File: config.mk
export PLATFORM = sky130hd
export DESIGN_NAME = uart_rx_engine
export DESIGN_NICKNAME = d
export VERILOG_FILES = /design/src/rtl/uart_pkg.sv /design/src/rtl/uart_bit_timer.sv /design/src/rtl/uart_rx_engine.sv
export SDC_FILE = /design/constraint.sdc
export NUM_CORES = 1
export LEC_CHECK = 0
export ABC_AREA = 0
export CAP_MARGIN = 0
export CORE_ASPECT_RATIO = 1.25
export CORE_MARGIN = 1
export CORE_UTILIZATION = 30
export DETAILED_ROUTE_END_ITERATION = 8
export HOLD_SLACK_MARGIN = 0.15
export PLACE_DENSITY = 0.49
export SKIP_LAST_GASP = 1
export SYNTH_ARGS = -nofsm -noshare
export SYNTH_HDL_FRONTEND = slang
export SYNTH_SLANG_ARGS = --single-unit
File: constraint.sdc
create_clock -name clk -period 11.25 [get_ports clk]
set_input_delay 2.8125 -clock clk [delete_from_list [all_inputs] [get_ports clk]]
set_output_delay 2.8125 -clock clk [all_outputs]
set_load 0.01 [all_outputs]
File: src/rtl/uart_pkg.sv
// Shared UART definitions: receiver state encoding, frame geometry constants
// and the parity helper used by both the RX and TX engines.
package uart_pkg;

  typedef enum logic [1:0] {
    IDLE  = 2'd0,
    START = 2'd1,
    DATA  = 2'd2,
    DONE  = 2'd3
  } uart_state_t;

  localparam int START_BITS     = 1;
  localparam int STOP_BITS      = 1;
  localparam int MAX_FRAME_BITS = 11;
  localparam int SHIFT_W        = 10;

  // Expected parity bit for a character; bit 7 must already be 0 in 7-bit mode.
  function automatic logic parity_bit(input logic [7:0] i_data, input logic i_odd);
    return (^i_data) ^ i_odd;
  endfunction

endpackage

File: src/rtl/uart_bit_timer.sv
// Bit-time counter: ticks once every target clocks, where target is k or k>>1.
// Clearing restarts the period so the first tick lands exactly target clocks later.
module uart_bit_timer #(
  parameter int KW = 19
) (
  input  logic          clk,
  input  logic          rst,
  input  logic          i_clear,
  input  logic          i_half,
  input  logic [KW-1:0] i_k,
  output logic          o_tick
);

  logic [KW-1:0] r_cnt;
  logic [KW-1:0] w_target;

  assign w_target = i_half ? (i_k >> 1) : i_k;
  assign o_tick   = (r_cnt == w_target - KW'(1));

  always_ff @(posedge clk or posedge rst) begin
    if (rst) begin
      r_cnt <= '0;
    end else if (i_clear || o_tick) begin
      r_cnt <= '0;
    end else begin
      r_cnt <= r_cnt + KW'(1);
    end
  end

endmodule

File: src/rtl/uart_rx_engine.sv
// UART receive engine: start-bit verify at half a bit, mid-bit sampling, status flags.
// Optional macro UART_RX_SYNC_EN adds a 2-flop input synchroniser (+2 cycles latency).
module uart_rx_engine
  import uart_pkg::*;
#(
  parameter int KW = 19
) (
  input  logic          clk,
  input  logic          rst,
  input  logic          RX,
  input  logic          EIGHT,
  input  logic          PEN,
  input  logic          OHEL,
  input  logic [KW-1:0] k,
  input  logic          READS,
  output logic [7:0]    UART_RDATA,
  output logic          RXRDY,
  output logic          PERR,
  output logic          FERR,
  output logic          OVF
);

  uart_state_t          r_state;
  uart_state_t          w_next_state;
  logic                 w_rx;
  logic                 w_tick;
  logic                 w_clear;
  logic                 w_half;
  logic                 r_eight;
  logic                 r_pen;
  logic                 r_ohel;
  logic [3:0]           r_bitcnt;
  logic [3:0]           w_nsamp;
  logic [SHIFT_W-1:0]   r_shift;
  logic [SHIFT_W-1:0]   w_frame;
  logic [7:0]           w_data;
  logic                 w_rx_par;
  logic                 w_stop;

`ifdef UART_RX_SYNC_EN
  logic r_rx_meta;
  logic r_rx_sync;

  always_ff @(posedge clk or posedge rst) begin
    if (rst) begin
      r_rx_meta <= 1'b1;
      r_rx_sync <= 1'b1;
    end else begin
      r_rx_meta <= RX;
      r_rx_sync <= r_rx_meta;
    end
  end

  assign w_rx = r_rx_sync;
`else
  assign w_rx = RX;
`endif

  // Counter restarts on every state entry and is held clear while idle.
  assign w_clear = (w_next_state != r_state) || (r_state == IDLE);
  assign w_half  = (r_state == START);

  uart_bit_timer #(
    .KW (KW)
  ) u_bit_timer (
    .clk     (clk),
    .rst     (rst),
    .i_clear (w_clear),
    .i_half  (w_half),
    .i_k     (k),
    .o_tick  (w_tick)
  );

  // Samples after the start bit: data + optional parity + stop (8..10).
  assign w_nsamp = 4'(MAX_FRAME_BITS - START_BITS) - {3'b000, ~r_eight} - {3'b000, ~r_pen};

  always_ff @(posedge clk or posedge rst) begin
    if (rst) begin
      r_state <= IDLE;
    end else begin
      r_state <= w_next_state;
    end
  end

  always_comb begin
    w_next_state = r_state;
    case (r_state)
      IDLE:    if (!w_rx) w_next_state = START;
      START:   if (w_tick) w_next_state = w_rx ? IDLE : DATA;
      DATA:    if (w_tick && (r_bitcnt == w_nsamp - 4'd1)) w_next_state = DONE;
      DONE:    w_next_state = IDLE;
      default: w_next_state = IDLE;
    endcase
  end

  always_ff @(posedge clk or posedge rst) begin
    if (rst) begin
      r_eight  <= 1'b0;
      r_pen    <= 1'b0;
      r_ohel   <= 1'b0;
      r_bitcnt <= '0;
      r_shift  <= '1;
    end else if ((r_state == START) && w_tick && !w_rx) begin
      r_eight  <= EIGHT;
      r_pen    <= PEN;
      r_ohel   <= OHEL;
      r_bitcnt <= '0;
    end else if ((r_state == DATA) && w_tick) begin
      r_shift  <= {w_rx, r_shift[SHIFT_W-1:1]};
      r_bitcnt <= r_bitcnt + 4'd1;
    end
  end

  // Captured bits sit in the top w_nsamp positions; shift them down to bit 0.
  assign w_frame  = r_shift >> (4'(SHIFT_W) - w_nsamp);
  assign w_data   = r_eight ? w_frame[7:0] : {1'b0, w_frame[6:0]};
  assign w_rx_par = r_eight ? w_frame[8] : w_frame[7];
  assign w_stop   = w_frame[w_nsamp - 4'(STOP_BITS)];

  // A read in the same cycle as DONE is ordered before the new character.
  always_ff @(posedge clk or posedge rst) begin
    if (rst) begin
      UART_RDATA <= '0;
      RXRDY      <= 1'b0;
      PERR       <= 1'b0;
      FERR       <= 1'b0;
      OVF        <= 1'b0;
    end else if (r_state == DONE) begin
      UART_RDATA <= w_data;
      RXRDY      <= 1'b1;
      PERR       <= r_pen && (w_rx_par != parity_bit(w_data, r_ohel));
      FERR       <= ~w_stop;
      OVF        <= RXRDY && !READS;
    end else if (READS) begin
      RXRDY      <= 1'b0;
      PERR       <= 1'b0;
      FERR       <= 1'b0;
      OVF        <= 1'b0;
    end
  end

endmodule

==> results of run 1 <==
per-layer routing:
layer / vias up / wire length, um / GRT usage [%]
met3: 9 / 297 / 2.11
li1: 1637 / - / -
met4: 0 / 125 / 4.37
met2: 59 / 4580 / 25.8
met5: - / 0 / 0
met1: 1586 / 4470 / 18.3
cell type report:
class	instances	area share, %
well taps	168	4.63
clock inverters	1	0.661
repair buffers	39	8.48
clock buffers	7	2.92
flip-flops and latches	50	27.8
multi-input cells	357	54.3
inverters	14	1.16
cells by family after synthesis:
group / after synthesis / synth area share [%]
XOR/XNOR: 49 / 11.4
buffers and inverters: 37 / 4.33
adder cells (fa/ha/maj): 6 / 1.93
flip-flops: 50 / 32.4
AND/OR/NAND/NOR: 180 / 24.8
AO/OA/AOI/OAI: 87 / 14.5
multiplexers: 35 / 10.7
sequential cells by signal, indices dropped and copies added (netlist names), 2 cells and up:
| name | count |
|---|---|
| r_state | 2 |
| r_bitcnt | 4 |
| r_shift | 10 |
| u_bit_timer.r_cnt | 19 |
| UART_RDATA | 8 |
how the worst max path moves through the flow:
stage                     endpoint
after CTS                   r_ohel
after global routing        r_ohel
final                       r_ohel
after global placement       r_pen
after detailed placement    r_ohel
after floorplan            r_eight
synthesized netlist by cell type, drive strengths merged, types with 2 or more instances:
library cell,instances,area [um2]
and3,8,50.1
a31oi,5,31.3
clkbuf,9,33.8
o2111ai,2,17.5
dfrtp,40,1000
a311oi,2,17.5
nand3,19,95.1
a211o,3,26.3
nand3b,4,30.0
nand2,40,150
a211oi,3,22.5
nor4,7,65.1
mux4,3,67.6
a32oi,2,17.5
nand4,13,103
and2,3,18.8
ha,6,75.1
nor2,39,154
nand2b,9,56.3
nor2b,7,43.8
a21o,3,22.5
a21oi,19,95.1
a21boi,2,15.0
mux2i,19,190
and3b,2,17.5
o22ai,5,31.3
buf,14,82.6
or2,2,15.0
dfstp,10,263
or3,4,25.0
or4,2,15.0
nor3,18,101
xnor2,25,219
inv,13,48.8
o31ai,2,15.0
o21ai,30,154
xor2,23,201
mux2,13,158
placed cells by master, fill, tap and decap left out, types with 6 or more instances in the layout:
master           count
nand2_1             40
a21oi_1             19
nand3_1             19
inv_1               12
ha_1                 6
mux2_2               6
xor2_1              23
clkdlybuf4s50_1     37
dfrtp_1             40
nor2b_1              6
xnor2_1             25
o21ai_0             27
dfstp_2             10
and3_1               8
nand4_1             11
nand2b_1             9
nor2_1              38
mux2i_1             19
nor3_1              17
power breakdown:
group | total (mW) | switching (mW) | internal (mW)
logic | 0.0640 | 0.0351 | 0.0289
clock network | 0.170 | 0.0644 | 0.105
registers | 0.198 | 0.0115 | 0.186
worst max-delay path: cells and delay by family:
family | cells | cell delay (ns)
fa+ha+maj | 1 | 0.23
mux | 1 | 0.34
buf+inv | 2 | 0.72
simple gates | 8 | 1.75
compound gates | 2 | 0.59
metrics by stage:
step / util (%) / hold WS (ns) / cells
5_1_grt: 35.9 / 0.501 / 636
6_report: 35.9 / 0.481 / 636
2_1_floorplan: - / 0.482 / 444
3_3_place_gp: 34.6 / 0.471 / 628
3_5_place_dp: 34.6 / 0.470 / 628
4_1_cts: 35.9 / 0.486 / 636
==> out/metrics.cfg, run 1 <==
[logic_synthesis]
ys_types = 67
synth_flop_cell = dfrtp_1
syn_area_per_cell_um2 = 8.78
synth-seq-area-share_pct = 32.4
syn_area_um2 = 3900
async_flop_share_pct = 100
synth-edff-count = 0
ys_warn_count = 0
syn-num-nets = 476
ys_seq_elements = 50
synthCells = 444

[grt]
track_usage_pct = 14.5
grt_pass1_wl_um = 15800
grt_pass1_vias = 3126
antenna_found_initial = 0
grt-ovfl-total = 0
grt_max_degree = 51

[setup_path]
cp-start-kind = primary input
r2r_end = r_ohel
cp-end-kind = flip-flop
path_class = primary input to flip-flop
path_max_fanout = 8
reg2regPathDepth = 13
cp.required_ns = 11.42
rr_startpoint = r_state[1]
crit_chain = clkdlybuf4s50_1 -> inv_1 -> nor2_1 -> a21oi_1 -> ha_1 -> nand2b_1 -> a2111oi_4 -> nand4_2 -> nor4_1 -> nor3_1 -> nor4_4 -> nand4_4 -> nor3_4 -> mux2_4
crit_path_start = k[2]
cp_slowest_cell = clkdlybuf4s50_1
cp_data_arrival_time_ns = 6.45
ff2ff_setup_slack_ns = 7.13
critPathMaxStageDelay_ns = 0.58

[clocking]
clk_pin_slew_ns = 0.07
cts_setup_buffers = 0
clk_latency_ns = 0.29
clock_sinks = 50
cts.htree.levels = 2
cts_buffers = 5
cts_hold_buf = 0
post_cts_resized = 0
clk_path_buf_depth = 2
cts_root_buffer = clkbuf_16
cts_tree = yes

[sta]
finalHoldViolCount = 0
tns_ns = 0
period_minus_slack_ns = 6.28
fmax_mhz = 159
worst_pin_slew_ns = 1.03
relSlewSlack_pct = 31.2
post-route-period-util_pct = 55.8
rsz0062_at_grt = false
setup_ws_ns = 4.97
setup_viol = 0
skew_ns = 0.00762
slew_violations = 0

[place]
dpl_cell_area_um2 = 4380
pre_cts_ws_ns = 4.66
portBuffers = 37
gp_congestion = 0.815
dp_hpwl_um = 7080

[cells_and_area]
nets = 499
multi_input_area_um2 = 2470
seq_area_um2 = 1260
num-fill-cells = 1341
synthToLayoutAreaGrowth_pct = 16.5
design_area_um2 = 4540
diodes = 0
final_layout_size_suffix_gt1_share_pct = 8.97

[routing]
detail-route-antenna-nets = 0
route.detailed.drc = 0
dr_total_vias = 3291
drt-total-wl_um = 9470
viasPerCell = 5.17
drt_iter0_drc = 123
dr.pass1.iters = 4
wl_per_cell_um = 14.9

[hold_path]
hold_depth = 2
hold_class = flip-flop to flip-flop
worstHoldStart = UART_RDATA[5]
min_to = UART_RDATA[5]

[power]
total_power_uw = 431
cellLeakagePower_nw = 1.86
p_per_area_nw_per_um2 = 94.9
ir_drop_v = 0.0000505

[floorplan]
core_um2 = 12700
fp.dieArea_um2 = 13500
num_io_pins = 38
die-width_um = 104
die_h_um = 129
num_rows = 46
initial_core_util_pct = 30.8

[run]
maxCapViolations = 0

[run_status]
status = finished, final reports clean

(Power assumes the default switching activity.)
==> run 2, diff against run 1 <==
- clock period: 11.25 -> 6.5 ns (I/O delays scaled with it)
==> run 2 against run 1 <==
Count of clock-buffer cells in the layout unchanged. Die area unchanged. Flip-flop and latch count unchanged. Utilization unchanged. Sequential power increased by 73%. Combinational power increased by 72%. Design area unchanged. Register-to-register slack got worse by 4.7 ns. Hold slack got worse by 0.0020 ns. Clock power increased by 75%. Via count increased by 0.64%. Largest cell class unchanged. Highest routed layer unchanged.
==> out/metrics.cfg, run 2 (same netlist as run 1, synthesis figures left out) <==
[routing]
dr.pass1.iters = 4
viasPerCell = 5.21
wl_per_cell_um = 14.9
dr_total_vias = 3312
drt-total-wl_um = 9490
route.detailed.drc = 0
detail-route-antenna-nets = 0
drt_iter0_drc = 178

[cells_and_area]
layout.cells.non_filler = 636
seq_area_um2 = 1260
multi_input_area_um2 = 2470
final_layout_size_suffix_gt1_share_pct = 8.97
nets = 499
largest_register_ffs = 19
largest_register = u_bit_timer.r_cnt
design_area_um2 = 4540
num-fill-cells = 1319
top_regs = u_bit_timer.r_cnt: 19 flops, r_shift: 10 flops, UART_RDATA: 8 flops
synthToLayoutAreaGrowth_pct = 16.5
layout_common_cells = dfrtp_1 (40), nand2_1 (40), nor2_1 (38)
fin_util_pct = 35.9
diodes = 0

[sta]
rsz0062_at_grt = false
setup_viol = 0
relSlewSlack_pct = 30.2
tns_ns = 0
slew_violations = 0
skew_ns = 0.00546
worst_pin_slew_ns = 1.05
fmax_mhz = 197
period_minus_slack_ns = 5.07
post-route-period-util_pct = 78.0
finalHoldViolCount = 0

[setup_path]
path_class = primary input to flip-flop
cp.required_ns = 6.67
r2r_end = r_ohel
cp-start-kind = primary input
rr_startpoint = r_state[1]
reg2regPathDepth = 13
ff2ff_setup_slack_ns = 2.40
cp-end-kind = flip-flop
path_max_fanout = 8
cp_data_arrival_time_ns = 5.25

[power]
intPower_uw = 554
comb_power_share_pct = 14.7
p_per_area_nw_per_um2 = 165
p_sw_share_pct = 26.1
cellLeakagePower_nw = 1.86
power_frac_seq_pct = 45.7
p_clk_share_pct = 39.6
switchingPower_uw = 195
ir_drop_v = 0.000114

[grt]
grt_max_degree = 51
track_usage_pct = 14.5
grt_pass1_vias = 3136
antenna_found_initial = 0
grt_pass1_wl_um = 15800
grt-ovfl-total = 0

[clocking]
cts_buffers = 5
clk_pin_slew_ns = 0.07
clk_path_buf_depth = 2
cts_hold_buf = 0
clk_latency_ns = 0.29
clock_sinks = 50
cts_root_buffer = clkbuf_16
cts_setup_buffers = 0
cts.htree.levels = 2
post_cts_resized = 0
cts_tree = yes

[floorplan]
initial_core_util_pct = 30.8
die_h_um = 129
num_rows = 46
die-width_um = 104
core_um2 = 12700
num_io_pins = 38
fp.dieArea_um2 = 13500

[place]
gp_congestion = 0.815
placed_cells = 628
portBuffers = 37
dpl_cell_area_um2 = 4380
dp_hpwl_um = 7060

[hold_path]
worstHoldStart = UART_RDATA[5]
min_to = UART_RDATA[5]
hold_class = flip-flop to flip-flop
hold_depth = 2

[run]
maxCapViolations = 0

[run_status]
status = finished, final reports clean

==> run 2: cell counts in the layout (fill, tap and decap cells not counted) <==
No cell type changed its count.
==> run 2: area by class of cell <==
cell class,count,area share (%)
timing repair buffer,39,8.48
tap,168,4.63
multi-input combinational,357,54.3
sequential,50,27.8
clock inverter,1,0.661
clock buffer,7,2.92
inverter,14,1.16
==> run 2: worst max path at each step <==
stage          depth (start not counted)       to  startpoint  slack [ns]
2_1_floorplan                         11  r_eight        k[1]        2.19
3_3_place_gp                          14    r_pen        k[2]        1.22
3_5_place_dp                          14   r_ohel        k[2]        1.08
4_1_cts                               14   r_ohel        k[2]        1.39
5_1_grt                               14   r_ohel        k[2]        1.12
6_report                              14   r_ohel        k[2]        1.43
==> run 2: metrics by stage <==
| step | worst slack, ns | hold WS, ns | power (mW) |
|---|---|---|---|
| after floorplan | 2.19 | 0.482 | 0.417 |
| after global placement | 1.22 | 0.471 | 0.457 |
| after detailed placement | 1.08 | 0.470 | 0.459 |
| after CTS | 1.39 | 0.486 | 0.759 |
| after global routing | 1.12 | 0.506 | 0.785 |
| final | 1.43 | 0.479 | 0.750 |
==> run 2: layer usage <==
metal	routed length (um)	share of wire (%)	vias to the layer above	track usage (%)
met5	0	0	-	0
met4	154	1.6	0	4.87
met3	301	3.2	12	2.41
met2	4570	48	54	25.3
met1	4470	47	1603	18.4
li1	-	-	1643	-
==> run 2: critical path: stages <==
cell             delay [ns]
clkdlybuf4s50_1        0.58
inv_1                  0.15
nor2_1                 0.06
a21oi_1                0.13
ha_1                   0.21
nand2b_1               0.12
a2111oi_4              0.46
nand4_2                0.22
o31ai_1                0.32
nor3_1                 0.14
nor4_4                 0.27
nand4_4                0.22
nor3_4                 0.39
mux2_4                 0.34
==> run 2: power groups by stage <==
stage          clock (mW)  combinational [mW]  sequential [mW]
2_1_floorplan           0              0.0799            0.338
3_3_place_gp            0               0.110            0.347
3_5_place_dp            0               0.111            0.348
4_1_cts             0.305               0.112            0.342
5_1_grt             0.315               0.126            0.345
6_report            0.297               0.110            0.343
==> run 3, diff against run 2 <==
- clock period: 6.5 -> 4.75 ns (I/O delays scaled with it)
==> run 3 against run 2 <==
Sequential share of layout area down 0.42 points. Design area up 1.5%. Critical endpoint is now r_shift[1]. Count of clock-buffer cells in the layout down 1. Sequential power up 37%. Final cell count up 1.9%.
==> out/metrics.cfg, run 3 (same netlist as run 1, synthesis figures left out) <==
[grt]
antenna_found_initial = 0
track_usage_pct = 15.0
grt-ovfl-total = 0
grt_pass1_vias = 3261
grt_pass1_wl_um = 16300
grt_max_degree = 51

[routing]
wl_met3_um = 317
dr.pass1.iters = 4
drt-total-wl_um = 9730
viasPerCell = 5.19
detail-route-antenna-nets = 0
met2_length_um = 4850
route.detailed.drc = 0
dr_total_vias = 3362
highest_layer = met4
drt_iter0_drc = 124
drt-met1-wl_um = 4390
wl_per_cell_um = 15.0

[clocking]
cts_setup_buffers = 0
cts.htree.levels = 2
clk_latency_ns = 0.29
cts_root_buffer = clkbuf_16
cts_hold_buf = 0
cts_buffers = 5
clock_sinks = 50
clk_path_buf_depth = 2
cts_tree = yes
post_cts_resized = 0
clk_pin_slew_ns = 0.07

[setup_path]
cp.required_ns = 4.97
path_max_fanout = 10
cp-start-kind = primary input
path_class = primary input to flip-flop
cp-end-kind = flip-flop
cp_data_arrival_time_ns = 4.55

[floorplan]
initial_core_util_pct = 30.8
core_um2 = 12700
fp.dieArea_um2 = 13500
die-width_um = 104
num_io_pins = 38
num_rows = 46
die_h_um = 129

[sta]
skew_ns = 0.00969
rsz0062_at_grt = false
tns_ns = 0
post-route-period-util_pct = 91.1
slew_violations = 0
period_minus_slack_ns = 4.33
setup_viol = 0
relSlewSlack_pct = 30.2
fmax_mhz = 231
worst_pin_slew_ns = 1.05
finalHoldViolCount = 0

[cells_and_area]
multi_input_area_um2 = 2470
nets = 511
layout_common_cells = dfrtp_1 (40), nand2_1 (40), nor2_1 (38)
num-fill-cells = 1331
diodes = 0
synthToLayoutAreaGrowth_pct = 18.3
top_regs = u_bit_timer.r_cnt: 19 flops, r_shift: 10 flops, UART_RDATA: 8 flops
seq_area_um2 = 1260
layout.cells.non_filler = 648
final_layout_size_suffix_gt1_share_pct = 11.5
largest_register = u_bit_timer.r_cnt
largest_register_ffs = 19

[power]
ir_drop_v = 0.000125
p_per_area_nw_per_um2 = 211
cellLeakagePower_nw = 1.91

[place]
dp_hpwl_um = 7400
portBuffers = 37
placed_cells = 640
gp_congestion = 0.837

[run_status]
status = finished, final reports clean

[hold_path]
hold_class = flip-flop to flip-flop

[run]
maxCapViolations = 0

## run 3: changes by cell type in the layout (fill, tap and decap cells not counted), sizes merged
cell and change:
buf +12, clkbuf -1, bufinv -1, clkinv +2
## run 3: worst max-delay path, stage by stage
cell	delay (ns)
clkdlybuf4s50_1	0.50
inv_1	0.11
nor2_1	0.05
a21oi_1	0.12
ha_1	0.21
nor2b_1	0.18
o2111ai_1	0.19
a211o_1	0.34
a41o_1	0.18
a32o_1	0.23
nor4_1	0.30
nand4_1	0.25
nor2_4	0.31
mux2_2	0.38
## run 3: area by class of cell
class | count | share of cell area (%)
clock buffer | 6 | 2.79
clock inverter | 2 | 0.298
inverter | 14 | 1.14
multi-input combinational | 357 | 53.5
sequential | 50 | 27.4
tap | 168 | 4.56
timing repair buffer | 51 | 10.3
## run 3: stage by stage
stage	hold WS [ns]	utilization (%)	instance area, um2	setup WS, ns	total power [mW]
5_1_grt	0.510	36.4	4610	0.0628	1.03
2_1_floorplan	0.482	-	3900	0.873	0.571
4_1_cts	0.490	36.4	4610	0.407	0.988
3_5_place_dp	0.474	35.3	4470	0.101	0.633
6_report	0.483	36.4	4610	0.425	0.972
3_3_place_gp	0.472	35.3	4470	0.228	0.631
## run 3: per-layer routing
metal	vias up	global-route usage (%)
met1	1617	18.2
met4	0	5.04
met5	-	0
li1	1667	-
met2	66	27.2
met3	12	2.11
## run 3: worst paths after layout
check	from	to	slack, ns	depth (start not counted)
max	k[2]	r_shift[1]	0.42	14
min	UART_RDATA[5]	UART_RDATA[5]	0.48	2
max reg2reg	r_state[0]	r_shift[1]	0.94	12
min reg2reg	UART_RDATA[5]	UART_RDATA[5]	0.48	2
max in group asynchronous	rst	r_bitcnt[3]	2.62	2
min in group asynchronous	rst	u_bit_timer.r_cnt[1]	1.47	2
## run 3: report_power, final
part	total (mW)	internal, mW	switching [mW]
logic	0.155	0.0724	0.0825
clock network	0.346	0.195	0.151
registers	0.471	0.441	0.0297
total	0.972	0.709	0.263
==> RTL edit 1, RTL diff (settings of run 2) <==
`SHIFT_W`: 10 -> 11.
--- a/src/rtl/uart_pkg.sv
+++ b/src/rtl/uart_pkg.sv
@@ -12,7 +12,7 @@
   localparam int START_BITS     = 1;
   localparam int STOP_BITS      = 1;
   localparam int MAX_FRAME_BITS = 11;
-  localparam int SHIFT_W        = 10;
+  localparam int SHIFT_W        = 11;
 
   // Expected parity bit for a character; bit 7 must already be 0 in 7-bit mode.
   function automatic logic parity_bit(input logic [7:0] i_data, input logic i_odd);
Check against the original RTL: no difference found for any inputs over 10 cycles, from zero or initial values and one cycle with rst high; that may be too few to reach the edited logic, so the function may still have changed.
==> RTL edit 1 against run 2 <==
  * Final cell count down 7.7%
  * Sequential cell count up 1
  * Count of clock-buffer cells in the layout down 2
  * Clock skew down 0.00061 ns
  * Worst setup slack worse by 0.47 ns
  * Sequential power up 7.9%
  * Total power up 3.3%
  * Synthesized area down 4.6%
  * Sequential share of layout area up 1.7 points
  * Wire length down 10%
  * Global-route usage down 0.42 points
  * Final area down 3.8%
  * Synthesized cell count down 12%
==> RTL edit 1: results <==
set metrics [dict create \
    grt_pass1_vias 2916 \
    setup_slack_ns 0.9566 \
    worstHoldEndpoint "UART_RDATA[4]" \
    cp_max_fo 12 \
    leakage_nw 1.736 \
    dpl.cell_count 579 \
    grtUsageTotal 0.1413 \
    synth_area_leaders "dfrtp_1 27%, dfstp_2 7.8%, xnor2_1 7.8%" \
    place_area_mm2 0.004223 \
    ir_drop_uv 99.79 \
    syn_nets 424 \
    synth_commonest_cells "40 x dfrtp_1, 34 x nor2_1, 33 x xnor2_1, 27 x nand2_1, 20 x nand3_1" \
    synth_cells 392 \
    wl_met2_um 3979 \
    wl_met3_um 351 \
    first_iter_violations 92 \
    outcome "completed" \
    synth_xor_area_frac 0.1201 \
    r2r-end "r_shift[8]" \
    place.gp.congestion 0.8192 \
    hpwl_um 6219 \
    worst_pin_slew_ns 0.7896 \
    max_stage_delay_ns 0.67 \
    critPathSlowestCell "or4b_2" \
    fin_hold_ws_ns 0.4954 \
]
## RTL edit 1: changes by cell type after synthesis, moves of 6 or more
cell,before,now
nor3_1,17,8
nand4_1,11,4
nand2_1,40,27
o21ai_0,27,11
mux2_4,3,9
xnor2_1,25,33
## RTL edit 1: power by group
| part | leakage [nW] | internal (mW) | switching [mW] |
|---|---|---|---|
| registers | 0.633 | 0.339 | 0.0308 |
| logic | 1.04 | 0.0690 | 0.0691 |
| clock network | 0.0664 | 0.144 | 0.122 |
## RTL edit 1: layout make-up
cell class                      count  area (um2)
Inverter                           10       37.54
Clock inverter                      3       23.77
Fill cell                        1249        7734
Tap cell                          164       205.2
Sequential cell                    51        1290
Timing Repair Buffer               39       385.4
Clock buffer                        5       125.1
Multi-Input combinational cell    315        2305
## RTL edit 1: layer usage
metal / track usage / vias up
met4: 0.04774 / 0
met3: 0.02534 / 11
met1: 0.1869 / 1413
met5: 0 / -
li1: - / 1467
met2: 0.2301 / 59
==> RTL edit 2, RTL diff (config.mk and constraints of run 2) <==
Made on the original files. The 4 states of `uart_state_t` get a Gray code encoding in 2 bits.
--- a/src/rtl/uart_pkg.sv
+++ b/src/rtl/uart_pkg.sv
@@ -3,10 +3,10 @@
 package uart_pkg;
 
   typedef enum logic [1:0] {
-    IDLE  = 2'd0,
-    START = 2'd1,
-    DATA  = 2'd2,
-    DONE  = 2'd3
+    IDLE  = 2'b00,
+    START = 2'b01,
+    DATA  = 2'b11,
+    DONE  = 2'b10
   } uart_state_t;
 
   localparam int START_BITS     = 1;
Behaviour: same outputs for any inputs over 10 cycles, from zero or initial values and one cycle with rst high; not proved beyond that.
==> RTL edit 2 against run 2 <==
  * Non-clock buffer count is 6 higher
  * Largest cell class unchanged
  * Total power rose by 9.6%
  * Fmax shrank 11%
  * Final area grew 4.3%
  * Worst hold slack improved by 0.0025 ns
  * Sequential cell count is the same
  * Critical path type unchanged
  * Synthesized area up 4.0%
  * Worst setup slack got worse by 0.60 ns
  * Sequential power is 6.7% higher
  * Clock skew up 0.0032 ns
  * Wire length grew 6.3%
  * Critical endpoint is now r_eight
  * Register-to-register slack worse by 0.80 ns
  * Utilization decreased by 0.059 points
==> RTL edit 2: results <==
set metrics [dict create \
    cp_max_fo 9 \
    hpwl_um 7379 \
    dpl.cell_count 641 \
    outcome "completed" \
    final-nonclk-buf-share 0.09081 \
    grtUsageTotal 0.1517 \
    nMultiInputCombCells 364 \
    max_stage_delay_ns 0.56 \
    synth_compound_gate_area_share 0.1645 \
    grt_pass1_wl_um 17080 \
    dr_total_vias 3420 \
    first_iter_violations 212 \
    worstRegToRegCells 14 \
    vias_per_cell 5.270 \
    ir_drop_uv 90.34 \
    place_ws_ns 0.5137 \
    place.gp.congestion 0.8635 \
    leakage_nw 1.873 \
    fillers 1370 \
    multiInputGateArea_mm2 0.002624 \
    synth.area.mux_share 0.1114 \
    worst_pin_slew_ns 1.042 \
    seq_cells 50 \
    yosysSeqAreaShare 0.3116 \
    synth_cells 454 \
    multi_input_area_share 0.5536 \
    nNetsFinal 509 \
    inverters 11 \
    synth_area_leaders "dfrtp_1 25%, xnor2_1 7.1%, dfstp_2 6.5%" \
    synth_cell_types 66 \
    fin_skew_ns 0.008607 \
    syn_nets 486 \
]
==> RTL edit 2: routing by layer <==
layer,vias to the layer above,part of all wire,GRT usage
met4,0,0.028,0.05864
met5,-,0,0
met1,1634,0.43,0.1853
li1,1688,-,-
met2,81,0.51,0.2702
met3,17,0.027,0.01730
==> RTL edit 2: power breakdown <==
group	leakage (nW)	switching [mW]	internal [mW]
clock	0.0771	0.112	0.182
combinational	1.16	0.0844	0.0770
sequential	0.637	0.0338	0.332
total	1.87	0.231	0.591
==> RTL edit 2: final timing paths <==
path | from | to | slack, ns
worst min register to register | UART_RDATA[3] | UART_RDATA[3] | 0.48
max in group asynchronous | rst | r_state[0] | 3.95
worst max register to register | r_state[0] | r_eight | 1.60
min in group asynchronous | rst | RXRDY | 1.91
worst min-delay path | UART_RDATA[3] | UART_RDATA[3] | 0.48
worst max-delay path | k[0] | r_eight | 0.83
==> RTL edit 2: worst min-delay path, cell delays in order, from the launching register on <==
cell	delay [ns]
dfrtp_1	0.34
nand2_1	0.05
o21ai_0	0.06
